==> config.mk <==
export PLATFORM = sky130hd
export DESIGN_NAME = pipe_exec_ctrl_flat
export DESIGN_NICKNAME = d
export VERILOG_FILES = /design/src/rtl/pipe_exec_ctrl_pkg.sv /design/src/rtl/pipe_exec_ctrl_if.sv /design/src/rtl/pipe_exec_ctrl_word_byte_serializer.sv /design/src/rtl/pipe_exec_ctrl.sv /design/src/flat_wrapper.sv
export SDC_FILE = /design/constraint.sdc
export NUM_CORES = 1
export LEC_CHECK = 0
export CORE_MARGIN = 3
export CORE_UTILIZATION = 25
export CTS_BUF_LIST = sky130_fd_sc_hd__clkbuf_16
export DETAILED_ROUTE_END_ITERATION = 6
export PLACE_DENSITY_LB_ADDON = 0.2
export SLEW_MARGIN = 20
export SYNTH_ARGS = -nofsm -noshare
export SYNTH_HDL_FRONTEND = slang
export SYNTH_SLANG_ARGS = --single-unit
==> constraint.sdc <==
create_clock -name i_clk -period 2.25 [get_ports i_clk]
set_clock_uncertainty 0.15 [all_clocks]
set_input_delay 0.675 -clock i_clk [delete_from_list [all_inputs] [get_ports i_clk]]
set_output_delay 0.675 -clock i_clk [all_outputs]
set_load 0.005 [all_outputs]
==> src/rtl/pipe_exec_ctrl_pkg.sv <==
// Shared definitions for the pipeline execution controller: command codes,
// controller states and the byte width used by the dump stream.
package pipe_dbg_pkg;

  localparam int BYTE_W = 8;

  typedef enum logic [1:0] {
    CMD_NOP  = 2'b00,
    CMD_RUN  = 2'b01,
    CMD_STEP = 2'b10,
    CMD_DUMP = 2'b11
  } cmd_e;

  typedef enum logic [2:0] {
    S_IDLE      = 3'd0,
    S_RUN       = 3'd1,
    S_STEP      = 3'd2,
    S_HALTED    = 3'd3,
    S_DUMP_LOAD = 3'd4,
    S_DUMP_SEND = 3'd5
  } state_e;

endpackage

==> src/rtl/pipe_exec_ctrl_if.sv <==
// Debug-unit side bundle of the execution controller: command handshake,
// pipeline control/status, register-file debug port and the dump byte stream.
// master = debug unit / environment, slave = controller.
interface pipe_exec_ctrl_if #(
  parameter int DATA_W = 32,
  parameter int CNT_W  = 32
);

  logic                          i_cmd_valid;
  logic [1:0]                    i_cmd;
  logic                          o_cmd_ready;
  logic                          is_stop_pipe;
  logic                          o_pipe_enable;
  logic                          o_halted;
  logic [4:0]                    o_reg_rd_addr;
  logic [DATA_W-1:0]             i_reg_rd_data;
  logic [pipe_dbg_pkg::BYTE_W-1:0] o_dump_data;
  logic                          o_dump_valid;
  logic                          i_dump_ready;
  logic [CNT_W-1:0]              o_cycle_count;

  modport master (
    output i_cmd_valid, i_cmd, is_stop_pipe, i_reg_rd_data, i_dump_ready,
    input  o_cmd_ready, o_pipe_enable, o_halted, o_reg_rd_addr,
           o_dump_data, o_dump_valid, o_cycle_count
  );

  modport slave (
    input  i_cmd_valid, i_cmd, is_stop_pipe, i_reg_rd_data, i_dump_ready,
    output o_cmd_ready, o_pipe_enable, o_halted, o_reg_rd_addr,
           o_dump_data, o_dump_valid, o_cycle_count
  );

endinterface

==> src/rtl/pipe_exec_ctrl_word_byte_serializer.sv <==
// Word-to-byte serializer: latches a word on load and presents it LSB first
// as a valid/ready byte stream. The number of bytes to send is given at load
// time (up to WORD_W/8), so one instance can carry both register words and a
// narrower cycle count. done pulses combinationally with the last transfer.
module word_byte_serializer
  import pipe_dbg_pkg::*;
#(
  parameter  int WORD_W  = 32,
  localparam int N_BYTES = WORD_W / BYTE_W,
  localparam int NB_W    = $clog2(N_BYTES + 1)
) (
  input  logic              clk,
  input  logic              rst_n,
  input  logic              load,
  input  logic [WORD_W-1:0] word,
  input  logic [NB_W-1:0]   n_bytes,
  output logic [BYTE_W-1:0] byte_data,
  output logic              byte_valid,
  input  logic              byte_ready,
  output logic              done
);

  logic [WORD_W-1:0] shift;
  logic [NB_W-1:0]   remaining;
  logic              valid;
  logic              xfer;
  logic              last;

  assign xfer       = valid && byte_ready;
  assign last       = (remaining == NB_W'(1));
  assign done       = xfer && last;
  assign byte_data  = shift[BYTE_W-1:0];
  assign byte_valid = valid;

  // Shift register and remaining-byte down-counter; data only moves on a transfer.
  always_ff @(posedge clk or negedge rst_n) begin
    if (!rst_n) begin
      shift     <= '0;
      remaining <= '0;
      valid     <= 1'b0;
    end else if (load) begin
      shift     <= word;
      remaining <= n_bytes;
      valid     <= (n_bytes != '0);
    end else if (xfer) begin
      shift     <= shift >> BYTE_W;
      remaining <= remaining - NB_W'(1);
      if (last) valid <= 1'b0;
    end
  end

endmodule

==> src/rtl/pipe_exec_ctrl.sv <==
// Execution controller for the 5-stage pipeline, driven by the debug unit.
// Gates the pipeline enable for RUN/STEP, latches halt from write-back,
// counts enabled cycles and streams a register/cycle-count dump as bytes.
//
//  state       | meaning
//  ------------+--------------------------------------------------------
//  S_IDLE      | waiting for a command; stop flag ignored
//  S_RUN       | pipeline enabled every cycle until stop is seen
//  S_STEP      | pipeline enabled for exactly one cycle
//  S_HALTED    | program finished; only DUMP (or reset) has an effect
//  S_DUMP_LOAD | latch register[idx] (or the cycle count) into serializer
//  S_DUMP_SEND | bytes of the latched word going out
module pipe_exec_ctrl
  import pipe_dbg_pkg::*;
#(
  parameter int N_REGS = 32,
  parameter int DATA_W = 32,
  parameter int CNT_W  = 32
) (
  input  logic             i_clk,
  input  logic             i_reset,
  pipe_exec_ctrl_if.slave  bus
);

  localparam int IDX_W     = $clog2(N_REGS + 1);
  localparam int REG_BYTES = DATA_W / BYTE_W;
  localparam int CNT_BYTES = CNT_W / BYTE_W;
  localparam int NB_W      = $clog2(REG_BYTES + 1);
  localparam logic [IDX_W-1:0] CNT_IDX = IDX_W'(N_REGS);
  localparam logic [CNT_W-1:0] CNT_MAX = '1;

  state_e            state, state_next;
  logic              ret_halted, ret_halted_next;
  logic [IDX_W-1:0]  idx, idx_next;
  logic [CNT_W-1:0]  count;
  logic              pipe_enable;
  logic              halted;
  logic              cmd_ready;
  logic              accept;
  cmd_e              cmd;
  logic              ser_load;
  logic              ser_done;
  logic [DATA_W-1:0] ser_word;
  logic [NB_W-1:0]   ser_nbytes;

  assign cmd       = cmd_e'(bus.i_cmd);
  assign cmd_ready = (state == S_IDLE) || (state == S_HALTED);
  assign accept    = bus.i_cmd_valid && cmd_ready;

  // Slot CNT_IDX (one past the last register) carries the cycle count.
  assign ser_load   = (state == S_DUMP_LOAD);
  assign ser_word   = (idx == CNT_IDX) ? DATA_W'(count) : bus.i_reg_rd_data;
  assign ser_nbytes = (idx == CNT_IDX) ? NB_W'(CNT_BYTES) : NB_W'(REG_BYTES);

  // Next-state logic: command decode, halt detection and dump sequencing.
  always_comb begin
    state_next      = state;
    ret_halted_next = ret_halted;
    idx_next        = idx;
    case (state)
      S_IDLE: begin
        if (accept) begin
          case (cmd)
            CMD_RUN:  state_next = S_RUN;
            CMD_STEP: state_next = S_STEP;
            CMD_DUMP: begin
              state_next      = S_DUMP_LOAD;
              ret_halted_next = 1'b0;
              idx_next        = '0;
            end
            default: ;
          endcase
        end
      end
      S_RUN: begin
        if (bus.is_stop_pipe) state_next = S_HALTED;
      end
      S_STEP: begin
        state_next = bus.is_stop_pipe ? S_HALTED : S_IDLE;
      end
      S_HALTED: begin
        if (accept && cmd == CMD_DUMP) begin
          state_next      = S_DUMP_LOAD;
          ret_halted_next = 1'b1;
          idx_next        = '0;
        end
      end
      S_DUMP_LOAD: begin
        state_next = S_DUMP_SEND;
      end
      S_DUMP_SEND: begin
        if (ser_done) begin
          if (idx == CNT_IDX) begin
            state_next = ret_halted ? S_HALTED : S_IDLE;
          end else begin
            idx_next   = idx + IDX_W'(1);
            state_next = S_DUMP_LOAD;
          end
        end
      end
      default: state_next = S_IDLE;
    endcase
  end

  // State register plus registered enable/halt outputs decoded from next state.
  always_ff @(posedge i_clk or negedge i_reset) begin
    if (!i_reset) begin
      state       <= S_IDLE;
      ret_halted  <= 1'b0;
      idx         <= '0;
      pipe_enable <= 1'b0;
      halted      <= 1'b0;
    end else begin
      state       <= state_next;
      ret_halted  <= ret_halted_next;
      idx         <= idx_next;
      pipe_enable <= (state_next == S_RUN) || (state_next == S_STEP);
      if (state_next == S_HALTED) halted <= 1'b1;
    end
  end

  // Enabled-cycle counter; saturates instead of wrapping.
  always_ff @(posedge i_clk or negedge i_reset) begin
    if (!i_reset) begin
      count <= '0;
    end else if (pipe_enable && count != CNT_MAX) begin
      count <= count + CNT_W'(1);
    end
  end

  word_byte_serializer #(
    .WORD_W (DATA_W)
  ) u_ser (
    .clk        (i_clk),
    .rst_n      (i_reset),
    .load       (ser_load),
    .word       (ser_word),
    .n_bytes    (ser_nbytes),
    .byte_data  (bus.o_dump_data),
    .byte_valid (bus.o_dump_valid),
    .byte_ready (bus.i_dump_ready),
    .done       (ser_done)
  );

  assign bus.o_cmd_ready   = cmd_ready;
  assign bus.o_pipe_enable = pipe_enable;
  assign bus.o_halted      = halted;
  assign bus.o_reg_rd_addr = 5'(idx);
  assign bus.o_cycle_count = count;

endmodule

==> src/flat_wrapper.sv <==
// flat-port wrapper written by rule: the top's interface ports become plain ports
module pipe_exec_ctrl_flat import pipe_dbg_pkg::*;
#(
  parameter int N_REGS = 32,
  parameter int DATA_W = 32,
  parameter int CNT_W  = 32
)
  (i_clk, i_reset, bus_i_cmd_valid, bus_i_cmd, bus_is_stop_pipe, bus_i_reg_rd_data, bus_i_dump_ready, bus_o_cmd_ready, bus_o_pipe_enable, bus_o_halted, bus_o_reg_rd_addr, bus_o_dump_data, bus_o_dump_valid, bus_o_cycle_count);
  pipe_exec_ctrl_if #(.DATA_W(DATA_W), .CNT_W(CNT_W)) bus_i ();
  input  logic i_clk;
  input  logic i_reset;
  input wire logic [$bits(bus_i.i_cmd_valid)-1:0] bus_i_cmd_valid;
  input wire logic [$bits(bus_i.i_cmd)-1:0] bus_i_cmd;
  input wire logic [$bits(bus_i.is_stop_pipe)-1:0] bus_is_stop_pipe;
  input wire logic [$bits(bus_i.i_reg_rd_data)-1:0] bus_i_reg_rd_data;
  input wire logic [$bits(bus_i.i_dump_ready)-1:0] bus_i_dump_ready;
  output wire logic [$bits(bus_i.o_cmd_ready)-1:0] bus_o_cmd_ready;
  output wire logic [$bits(bus_i.o_pipe_enable)-1:0] bus_o_pipe_enable;
  output wire logic [$bits(bus_i.o_halted)-1:0] bus_o_halted;
  output wire logic [$bits(bus_i.o_reg_rd_addr)-1:0] bus_o_reg_rd_addr;
  output wire logic [$bits(bus_i.o_dump_data)-1:0] bus_o_dump_data;
  output wire logic [$bits(bus_i.o_dump_valid)-1:0] bus_o_dump_valid;
  output wire logic [$bits(bus_i.o_cycle_count)-1:0] bus_o_cycle_count;
  assign bus_i.i_cmd_valid = bus_i_cmd_valid;
  assign bus_i.i_cmd = bus_i_cmd;
  assign bus_i.is_stop_pipe = bus_is_stop_pipe;
  assign bus_i.i_reg_rd_data = bus_i_reg_rd_data;
  assign bus_i.i_dump_ready = bus_i_dump_ready;
  assign bus_o_cmd_ready = bus_i.o_cmd_ready;
  assign bus_o_pipe_enable = bus_i.o_pipe_enable;
  assign bus_o_halted = bus_i.o_halted;
  assign bus_o_reg_rd_addr = bus_i.o_reg_rd_addr;
  assign bus_o_dump_data = bus_i.o_dump_data;
  assign bus_o_dump_valid = bus_i.o_dump_valid;
  assign bus_o_cycle_count = bus_i.o_cycle_count;
  pipe_exec_ctrl #(.N_REGS(N_REGS), .DATA_W(DATA_W), .CNT_W(CNT_W)) u_core (.i_clk(i_clk), .i_reset(i_reset), .bus(bus_i));
endmodule
==> key figures, run 1 <==
Clock tree
  – H-Tree Level Count: 3
  – Clock buffer depth: 2
  – CTS tree: built
  – CTS root buf: clkbuf_16
  – Reg clk slew, reported paths: roughly 0.060 ns
  – Num CTS Buffers: 9
  – Worst-Skew Late Latency: 0.34 ns
  – Total clock sinks: 80

Floorplan
  – Die area: 0.0187 sq mm
  – Ports: slightly below 90
  – Core area: between 0.015 and 0.02 sq mm
  – Die height: 137 microns
  – Initial Utilization: 25.7%
  – Row count: 47
  – Die span in x: 137 microns

Setup path
  – Max incr delay on CP: 0.50 ns
  – Crit path max-delay family: buffers and inverters
  – Worst Path Required: 1.42 ns
  – Crit path cell chain: buf_6 > clkdlybuf4s50_1
  – Crit path buf inv count: 2
  – Element type at the critical path start: register
  – Worst Path Arrival: roughly 1.4 ns
  – Worst path slowest cell: clkdlybuf4s50_1
  – R2R depth: 6
  – R2R Setup Slk: 0.06 ns
  – RR Endpoint: u_core.bus.o_cycle_count[1]$_DFFE_PN0P_
  – FF-to-FF Start: u_core.bus.o_cycle_count[0]$_DFFE_PN0P_
  – Crit Path Class: reg -> out
  – Crit. End Element: output pin
  – Worst-path fanout max: 5

Global route
  – M2 GR Usage: 24.4%
  – GR Overflow Total: 0
  – Pin count of the biggest net entering global routing: 51
  – GR Util All Layers: 14.8%
  – First-pass GRT wire length: 21600 microns
  – M3 GR Usage: about 2.4%
  – Layer with the highest usage: met2
  – Number of global-route vias before repair: approximately 4000
  – Initial antenna violation count: 0
  – Met1 usage: 19.7%

Synth
  – Yosys reg bits: 80
  – Synth Instances: 468
  – Top cells by area, synth: dfrtp_1, nand2_1, a211oi_1
  – Post-synth EDFFs: 0
  – Top-area cell type share of the netlist area: between 40 and 50%
  – Top_reg_cell synth: dfrtp_1
  – Synth area leader: dfrtp_1
  – Post-Syn Area: 0.00429 sq mm
  – Syn_area_per_cell: around 9 sq um
  – Warnings from Yosys: 0
  – Seq/Total Area, Yosys: 46.7%
  – Syn Nets: between 500 and 600
  – Ys async rst share: 100%
  – Synth cell types: 43

Route
  – 1st-iter DRT viols: between 200 and 300
  – Via count: 3917
  – Drt via density: roughly 4.8
  – Final ANT Viol Nets: 0
  – Pre-antenna DRT Iters: 5
  – Routed length per placed instance: 16.5 microns
  – Routed wire length: 13400 microns
  – # DRC: 0

Placed design
  – Port Buf Inserts: 87
  – Routability cong.: between 0.8 and 0.9
  – Post-detail-place hpwl: a little under 10000 microns

Timing
  – Crit path time final: 2.21 ns
  – Max transition margin: 61.5%
  – Slew Viols, Final: 0
  – Worst Tran Pin Value: 0.572 ns
  – Setup violators final: 0
  – Tcrit/Tclk final: a little over nine tenths
  – RSZ-0062 raised after global routing: yes
  – Fin. Hold Viols: 0
  – Fmax: 452 MHz
  – Setup TNS: 0 ns

Flow run
  – Max capacitance violation total: 0

Power and ir drop
  – Leak: 2.71 nW
  – Pwr Density: 901 mW/mm^2
  – IR drop worst, VDD: 387 uV

Hold path
  – HP Class: in -> async

Final layout
  – Nets: 630
  – Layout area overhead: 40.4%
  – Core Util, Final: a little over a third
  – Antenna fix cells: 0
  – Share of layout cells above drive strength 1: between 10% and 20%

Status
  – Status: finished, final reports clean
==> per-stage QoR <==
| step | hold slack, ns | power (mW) | std cells | setup WS, ns | area [sq um] |
|---|---|---|---|---|---|
| 3_5_place_dp | 0.314 | 4.02 | 792 | -0.263 | 5670 |
| 5_1_grt | 0.159 | 5.79 | 811 | -0.0223 | 6010 |
| 4_1_cts | 0.141 | 5.45 | 810 | 0.00467 | 5970 |
| 6_report | 0.129 | 5.42 | 811 | 0.0365 | 6010 |
| 3_3_place_gp | 0.319 | 3.97 | 792 | -0.258 | 5670 |
| 2_1_floorplan | 0.229 | 3.12 | 468 | 0.0515 | 4290 |
==> cell usage after synthesis, types with 2 or more instances <==
| cell | count |
|---|---|
| nand2_1 | 75 |
| nand4_1 | 14 |
| nor4bb_1 | 2 |
| a21oi_1 | 6 |
| inv_1 | 9 |
| buf_4 | 14 |
| a211oi_1 | 25 |
| or3_1 | 3 |
| dfrtp_1 | 80 |
| nor4_1 | 7 |
| nand3b_1 | 2 |
| nand3_1 | 27 |
| and2_1 | 3 |
| buf_2 | 2 |
| nor2_1 | 24 |
| ha_1 | 5 |
| a31oi_1 | 25 |
| xor2_1 | 11 |
| and3_1 | 30 |
| nor3_1 | 8 |
| clkbuf_1 | 24 |
| mux2i_1 | 7 |
| and4_1 | 4 |
| o21a_1 | 2 |
| xnor2_1 | 20 |
| o21ai_0 | 19 |
| nand4b_1 | 3 |
| buf_6 | 2 |
==> final cells by class <==
cell class	count	area, sq um
Clock buffer	9	225
Fill cell	1739	10700
Inverter	9	33.8
Clock inverter	7	53.8
Tap cell	220	275
Sequential cell	80	2000
Multi-Input combinational cell	337	2050
Timing Repair Buffer	149	1370
==> worst max-delay path by stage <==
stage,end,slack [ns],cells past startpoint,from
CTS,bus_o_pipe_enable,0.005,1,u_core.bus.o_pipe_enable$_DFF_PN0_
detailed placement,u_core.idx[4]$_DFFE_PN0P_,-0.26,6,bus_i_dump_ready
floorplan,u_core.bus.o_cycle_count[1]$_DFFE_PN0P_,0.05,6,u_core.bus.o_cycle_count[23]$_DFFE_PN0P_
finish,bus_o_cycle_count[0],0.04,2,u_core.bus.o_cycle_count[0]$_DFFE_PN0P_
global placement,u_core.idx[4]$_DFFE_PN0P_,-0.26,6,bus_i_dump_ready
global route,u_core.bus.o_cycle_count[1]$_DFFE_PN0P_,-0.02,6,u_core.bus.o_cycle_count[0]$_DFFE_PN0P_
==> what timing repair did <==
action                     CTS  global route
setup endpoints to repair   10            15
gates resized for setup      2             9
hold buffers                 0             0
pin swaps                    0             1
buffers inserted             2             1
==> registers in the layout (all words and copies together), names as in the netlist <==
signal	flops
u_core.bus.o_cycle_count	32
u_core.bus.o_halted	1
u_core.bus.o_pipe_enable	1
u_core.idx	6
u_core.ret_halted	1
u_core.state	3
u_core.u_ser.byte_valid	1
u_core.u_ser.remaining	3
u_core.u_ser.shift	32
==> logic make-up after synthesis <==
kind of cell    share of synthesized area [%]
simple gates                             25.6
compound gates                           11.9
flops                                    46.7
buf+inv                                  6.10
xor+xnor                                 6.34
mux                                      1.90
fa+ha+maj                                1.46
==> where the power goes <==
part	internal, mW	leakage [nW]	switching [mW]
combinational	1.01	1.51	0.971
clock	0.838	0.141	0.576
sequential	1.78	1.06	0.240
==> cells in the final DEF (no fill, tap or decap), drive strengths merged, types with 3 or more instances in the layout <==
cell type,synthesis,layout
a211oi,25,25
clkbuf,24,9
xnor2,20,20
nor2,24,24
a31oi,25,25
nand4,14,14
ha,5,5
clkdlybuf4s50,0,84
nor3,8,8
and3,30,30
o21ai,20,20
inv,9,10
and2,3,3
mux2i,7,7
or3,5,5
nand4b,3,3
nand2,75,75
dfrtp,80,80
nor4,7,7
nand3,28,28
buf,18,63
xor2,11,11
and4,4,4
clkinv,0,5
a21oi,6,6
==> routing by layer <==
layer	wire length [microns]	share of wire [%]
met5	0	0
met3	479	3.6
met4	167	1.2
met2	6650	50
met1	6120	46
No activity file was read; power rests on OpenSTA's default activity.
==> run 2, diff against run 1 <==
--- a/config.mk
+++ b/config.mk
@@ -6,10 +6,9 @@
 export NUM_CORES = 1
 export LEC_CHECK = 0
 export CORE_MARGIN = 3
-export CORE_UTILIZATION = 25
+export CORE_UTILIZATION = 32
 export CTS_BUF_LIST = sky130_fd_sc_hd__clkbuf_16
 export DETAILED_ROUTE_END_ITERATION = 6
-export PLACE_DENSITY_LB_ADDON = 0.2
 export SLEW_MARGIN = 20
 export SYNTH_ARGS = -nofsm -noshare
 export SYNTH_HDL_FRONTEND = slang
==> run 2 against run 1 <==
  * Combinational power shrank 2%
  * Die area shrank 21%
  * Cell area shrank 1.5%
  * Count of clock-buffer cells in the layout is the same
  * Cell count shrank 5.9%
  * Clock power is essentially flat
  * Highest routed layer unchanged
==> key figures, run 2 (synthesis results as in run 1) <==
Status
  – Status: finished, final reports clean

Placed design
  – DP Worst Slack: -0.242 ns (+0.0208 ns)
  – Port Buf Inserts: 87 (unchanged)
  – Post-detail-place hpwl: 9300 microns (-6.0%)
  – Routability cong.: 0.848 (+0.21%)

Route
  – Routed wire length: 12400 microns (-7.5%)
  – Drt via density: 5.12 (+6.1%)
  – Via count: 3909 (-0.20%)
  – # DRC: 0 (unchanged)
  – Routed length per placed instance: 16.3 microns (-1.7%)
  – 1st-iter DRT viols: 265 (+5.6%)
  – Pre-antenna DRT Iters: 5 (unchanged)
  – Final ANT Viol Nets: 0 (unchanged)

Timing
  – Fin. Hold Viols: 0 (unchanged)
  – Worst setup margin: 0.0475 ns (+0.0110 ns)
  – Max transition margin: 63.9% (+2.4 points)
  – Slew Viols, Final: 0 (unchanged)
  – RSZ-0062 raised after global routing: yes
  – Crit path time final: 2.20 ns (-0.0110 ns)
  – Tcrit/Tclk final: 97.9% (-0.49 points)
  – Fmax: 454 MHz (+0.50%)
  – Setup violators final: 0 (unchanged)
  – Worst Tran Pin Value: 0.540 ns (-0.0323 ns)

Flow run
  – Max capacitance violation total: 0 (unchanged)

Floorplan
  – Core area: 0.0129 sq mm (-23%)
  – Row count: 41 (-13%)
  – Initial Utilization: 33.3% (+7.6 points)
  – Die height: 122 microns (-11%)
  – Die area: 0.0148 sq mm (-21%)
  – Ports: 88 (unchanged)
  – Die span in x: 122 microns (-11%)

Clock tree
  – Clock buffer depth: 2 (unchanged)
  – H-Tree Level Count: 3 (unchanged)
  – CTS root buf: clkbuf_16
  – Num CTS Buffers: 9 (unchanged)
  – CTS tree: built
  – Cts hold-fix bufs: 0 (unchanged)
  – Worst-Skew Late Latency: 0.33 ns (about the same)
  – Total clock sinks: 80 (unchanged)
  – Reg clk slew, reported paths: 0.06 ns (about the same)

Power and ir drop
  – Leak: 2.69 nW (-0.88%)
  – IR drop worst, VDD: 406 uV (+5.1%)
  – Total chip power: 5.34 mW (-1.4%)
  – Pwr Density: 903 mW/mm^2 (+0.19%)

Global route
  – First-pass GRT wire length: 21000 microns (-2.8%)
  – GR Overflow Total: 0 (unchanged)
  – GR Util All Layers: 17.8% (+3.0 points)
  – Pin count of the biggest net entering global routing: 52 (+2.0%)
  – Number of global-route vias before repair: 4167 (+3.2%)
  – Initial antenna violation count: 0 (unchanged)

Setup path
  – Worst-path fanout max: 4 (-1)
  – Worst Path Arrival: 2.27 ns (+0.88 ns)
  – Element type at the critical path start: register
  – Crit. End Element: register
  – Worst Path Required: 2.31 ns (+0.89 ns)
  – Crit Path Class: reg -> reg

Final layout
  – Share of layout cells above drive strength 1: 14.6% (-0.34 points)
  – Antenna fix cells: 0 (unchanged)
  – Nets: 630 (unchanged)
  – Commonest cells after routing, fill and taps aside: clkdlybuf4s50_1, dfrtp_1, nand2_1
  – Layout area overhead: 38.2%
  – Most common cell after layout, fill and taps aside: clkdlybuf4s50_1

Hold path
  – HP Class: in -> async
==> run 2: changes by cell type in the layout (fill, tap and decap cells not counted), sizes merged <==
cell,before,now
clkdlybuf4s50,84,85
dlymetal6s2s,1,0
==> run 2: power by group <==
group / switching [mW] / internal, mW / total (mW)
Clock: 0.565 / 0.838 / 1.40
Combinational: 0.961 / 0.974 / 1.94
Sequential: 0.227 / 1.78 / 2.01
Total: 1.75 / 3.59 / 5.34
==> run 2: cell type report <==
cell class,instances,area (sq um)
Inverter,9,33.8
Fill cell,1239,6950
Timing Repair Buffer,149,1360
Tap cell,172,215
Clock buffer,9,225
Sequential cell,80,2000
Multi-Input combinational cell,337,2030
Clock inverter,7,53.8
==> run 2: what timing repair did <==
action,CTS,global route
pin swaps,0,1
buffers inserted,3,1
gates resized for setup,2,3
endpoints found under the setup margin,4,5
==> run 2: metal layers <==
layer / GRT usage, % / wire (microns)
met1: 24.2 / 5560
met2: 29.2 / 6110
met3: 2.51 / 511
met4: 6.02 / 222
met5: 0 / 0
==> run 2: final timing paths <==
kind / from / slack [ns] / to / cells past startpoint
worst max-delay path: u_core.bus.o_cycle_count[0]$_DFFE_PN0P_ / 0.05 / u_core.bus.o_cycle_count[1]$_DFFE_PN0P_ / 6
worst min-delay path: i_reset / 0.06 / u_core.bus.o_cycle_count[4]$_DFFE_PN0P_ / 1
worst max register to register: u_core.bus.o_cycle_count[0]$_DFFE_PN0P_ / 0.05 / u_core.bus.o_cycle_count[1]$_DFFE_PN0P_ / 6
worst min register to register: u_core.bus.o_halted$_DFFE_PN0N_ / 0.33 / u_core.bus.o_halted$_DFFE_PN0N_ / 1
max in group asynchronous: i_reset / 1.30 / u_core.bus.o_cycle_count[17]$_DFFE_PN0P_ / 2
min in group i_clk: u_core.bus.o_halted$_DFFE_PN0N_ / 0.33 / u_core.bus.o_halted$_DFFE_PN0N_ / 1
==> run 2: per-stage QoR <==
step / TNS [ns] / cells / area [sq um] / hold slack [ns] / util, %
6_report: 0 / 763 / 5920 / 0.0638 / 46.0
5_1_grt: -0.00953 / 763 / 5920 / 0.0756 / 46.0
4_1_cts: 0 / 762 / 5910 / 0.0621 / 45.9
3_5_place_dp: -3.33 / 743 / 5610 / 0.307 / 43.5
3_3_place_gp: -2.13 / 743 / 5610 / 0.312 / 43.5
2_1_floorplan: 0 / 468 / 4290 / 0.229 / -
==> run 2: critical path, stage by stage, from the launching register on <==
cell and delay (ns):
dfrtp_1 0.35, ha_2 0.24, nand2_1 0.09, or4_4 0.43, or3_4 0.37, nand2_1 0.12, mux2_2 0.34
==> run 3, diff against run 2 <==
--- a/config.mk
+++ b/config.mk
@@ -9,6 +9,7 @@
 export CORE_UTILIZATION = 32
 export CTS_BUF_LIST = sky130_fd_sc_hd__clkbuf_16
 export DETAILED_ROUTE_END_ITERATION = 6
+export SETUP_SLACK_MARGIN = 0.02
 export SLEW_MARGIN = 20
 export SYNTH_ARGS = -nofsm -noshare
 export SYNTH_HDL_FRONTEND = slang
==> run 3 against run 2 <==
  * Total power up 0.34%
  * Die area unchanged
  * Cell count unchanged
  * Global-route usage about the same
  * Flip-flop and latch count unchanged
  * Count of clock-buffer cells in the layout unchanged
  * Via count about the same
  * Routed wire length up 0.69%
  * Setup slack better by 0.0010 ns
  * Non-clock buffer count unchanged
==> key figures, run 3 (synthesis results as in run 1) <==
Route
  – Via count: 3907 (-0.051%)
  – Final ANT Viol Nets: 0 (unchanged)
  – Pre-antenna DRT Iters: 4 (-1)
  – Drt via density: 5.12 (about the same)
  – Routed length per placed instance: 16.4 microns (+0.69%)
  – 1st-iter DRT viols: 254 (-4.2%)
  – # DRC: 0 (unchanged)
  – Routed wire length: 12500 microns (+0.69%)

Floorplan
  – Die span in x: 122 microns (unchanged)
  – Row count: 41 (unchanged)
  – Ports: 88 (unchanged)
  – Initial Utilization: 33.3% (unchanged)
  – Die height: 122 microns (unchanged)
  – Die area: 0.0148 sq mm (unchanged)
  – Core area: 0.0129 sq mm (unchanged)

Timing
  – Worst Tran Pin Value: 0.542 ns (+0.00238 ns)
  – Tcrit/Tclk final: 97.8% (about the same)
  – Worst setup margin: 0.0485 ns (+0.00104 ns)
  – Setup violators final: 0 (unchanged)
  – Fin. Hold Viols: 0 (unchanged)
  – Hold slack: 0.0624 ns (-0.00147 ns)
  – RSZ-0062 raised after global routing: yes
  – Setup TNS: 0 ns (unchanged)
  – Slew Viols, Final: 0 (unchanged)
  – Crit path time final: 2.20 ns (-0.00104 ns)
  – Fmax: 454 MHz (about the same)
  – Max transition margin: 63.8% (-0.16 points)

Global route
  – Initial antenna violation count: 0 (unchanged)
  – GR Overflow Total: 0 (unchanged)
  – Pin count of the biggest net entering global routing: 52 (unchanged)
  – First-pass GRT wire length: 21000 microns (about the same)
  – Number of global-route vias before repair: 4170 (+0.072%)
  – GR Util All Layers: 17.8% (about the same)

Hold path
  – HP Class: in -> async

Setup path
  – Crit path buf inv count: 2 (+2)
  – Worst-path fanout max: 4 (unchanged)
  – Element type at the critical path start: register
  – Crit path max-delay family: buffers and inverters
  – Max incr delay on CP: 0.50 ns (+0.07 ns)
  – Worst path slowest cell: clkdlybuf4s50_1
  – Crit Path Class: reg -> out
  – Crit path cell chain: buf_6 > clkdlybuf4s50_1
  – Worst Path Arrival: 1.38 ns (-0.89 ns)
  – Crit. End Element: output pin
  – Worst Path Required: 1.42 ns (-0.89 ns)

Power and ir drop
  – Leak: 2.69 nW (about the same)
  – Total chip power: 5.36 mW (+0.34%)
  – Pwr Density: 902 mW/mm^2 (-0.11%)
  – IR drop worst, VDD: 407 uV (about the same)

Status
  – Status: finished, final reports clean

Flow run
  – Max capacitance violation total: 0 (unchanged)

Clock tree
  – Clock buffer depth: 2 (unchanged)
  – Worst-Skew Late Latency: 0.33 ns (about the same)
  – Cts hold-fix bufs: 0 (unchanged)
  – Total clock sinks: 80 (unchanged)
  – Reg clk slew, reported paths: 0.06 ns (about the same)
  – CTS tree: built
  – H-Tree Level Count: 3 (unchanged)
  – CTS root buf: clkbuf_16
  – Num CTS Buffers: 9 (unchanged)

Placed design
  – Post-detail-place hpwl: 9300 microns (unchanged)
  – Placed Area: 0.00561 sq mm (unchanged)
  – Port Buf Inserts: 87 (unchanged)
  – Placed Instances: 743 (unchanged)
  – Routability cong.: 0.848 (unchanged)
  – DP Worst Slack: -0.242 ns (unchanged)

Final layout
  – Design area: 0.00595 sq mm (+0.44%)
  – Nets: 630 (unchanged)
  – Commonest cells after routing, fill and taps aside: clkdlybuf4s50_1, dfrtp_1, nand2_1
  – Number of fill cells: 1239 (unchanged)
  – Share of layout cells above drive strength 1: 15.2% (+0.68 points)
  – Most common cell after layout, fill and taps aside: clkdlybuf4s50_1
  – Layout area overhead: 38.8%
  – Core Util, Final: 46.2% (+0.20 points)
  – Antenna fix cells: 0 (unchanged)
  – Fin cells: 763 (unchanged)
run 3: cell counts in the layout (fill, tap and decap cells not counted):
No cell type changed its count.
run 3: area by class of cell:
cell class	count	area, sq um	share of cell area (%)
clock buffer	9	225	3.79
timing repair buffer	149	1360	22.9
sequential	80	2010	33.7
inverter	9	33.8	0.568
clock inverter	7	53.8	0.905
multi-input combinational	337	2050	34.5
tap	172	215	3.62
run 3: where the power goes:
group          switching, mW  internal, mW  total (mW)  leakage (nW)
clock network          0.571         0.839        1.41         0.141
logic                  0.970         0.974        1.94          1.49
registers              0.229          1.78        2.01          1.05
run 3: routing by layer:
metal / wire length (microns) / part of all wire (%) / GRT usage [%]
met2: 6190 / 50 / 29.2
met5: 0 / 0 / 0
met1: 5650 / 45 / 24.2
met4: 228 / 1.8 / 6.02
met3: 425 / 3.4 / 2.51
run 3: worst register-to-register path, stage by stage, from the launching register on:
cell	delay, ns
dfrtp_1	0.35
ha_2	0.24
nand2_1	0.09
or4_4	0.43
or3_4	0.37
nand2_1	0.12
mux2_2	0.34
run 3: timing repair:
item,in CTS,in global routing
setup endpoints to repair,5,12
pin swaps,0,1
resized for setup,2,9
setup buffers,4,0
run 3: final timing paths:
path | start | end | slack (ns) | cells after the start
max | u_core.bus.o_cycle_count[7]$_DFFE_PN0P_ | bus_o_cycle_count[7] | 0.05 | 2
min | i_reset | u_core.bus.o_cycle_count[4]$_DFFE_PN0P_ | 0.06 | 1
max reg2reg | u_core.bus.o_cycle_count[0]$_DFFE_PN0P_ | u_core.bus.o_cycle_count[1]$_DFFE_PN0P_ | 0.05 | 6
min reg2reg | u_core.bus.o_halted$_DFFE_PN0N_ | u_core.bus.o_halted$_DFFE_PN0N_ | 0.33 | 1
max in group asynchronous | i_reset | u_core.bus.o_pipe_enable$_DFF_PN0_ | 1.30 | 2
min in group i_clk | u_core.bus.o_halted$_DFFE_PN0N_ | u_core.bus.o_halted$_DFFE_PN0N_ | 0.33 | 1
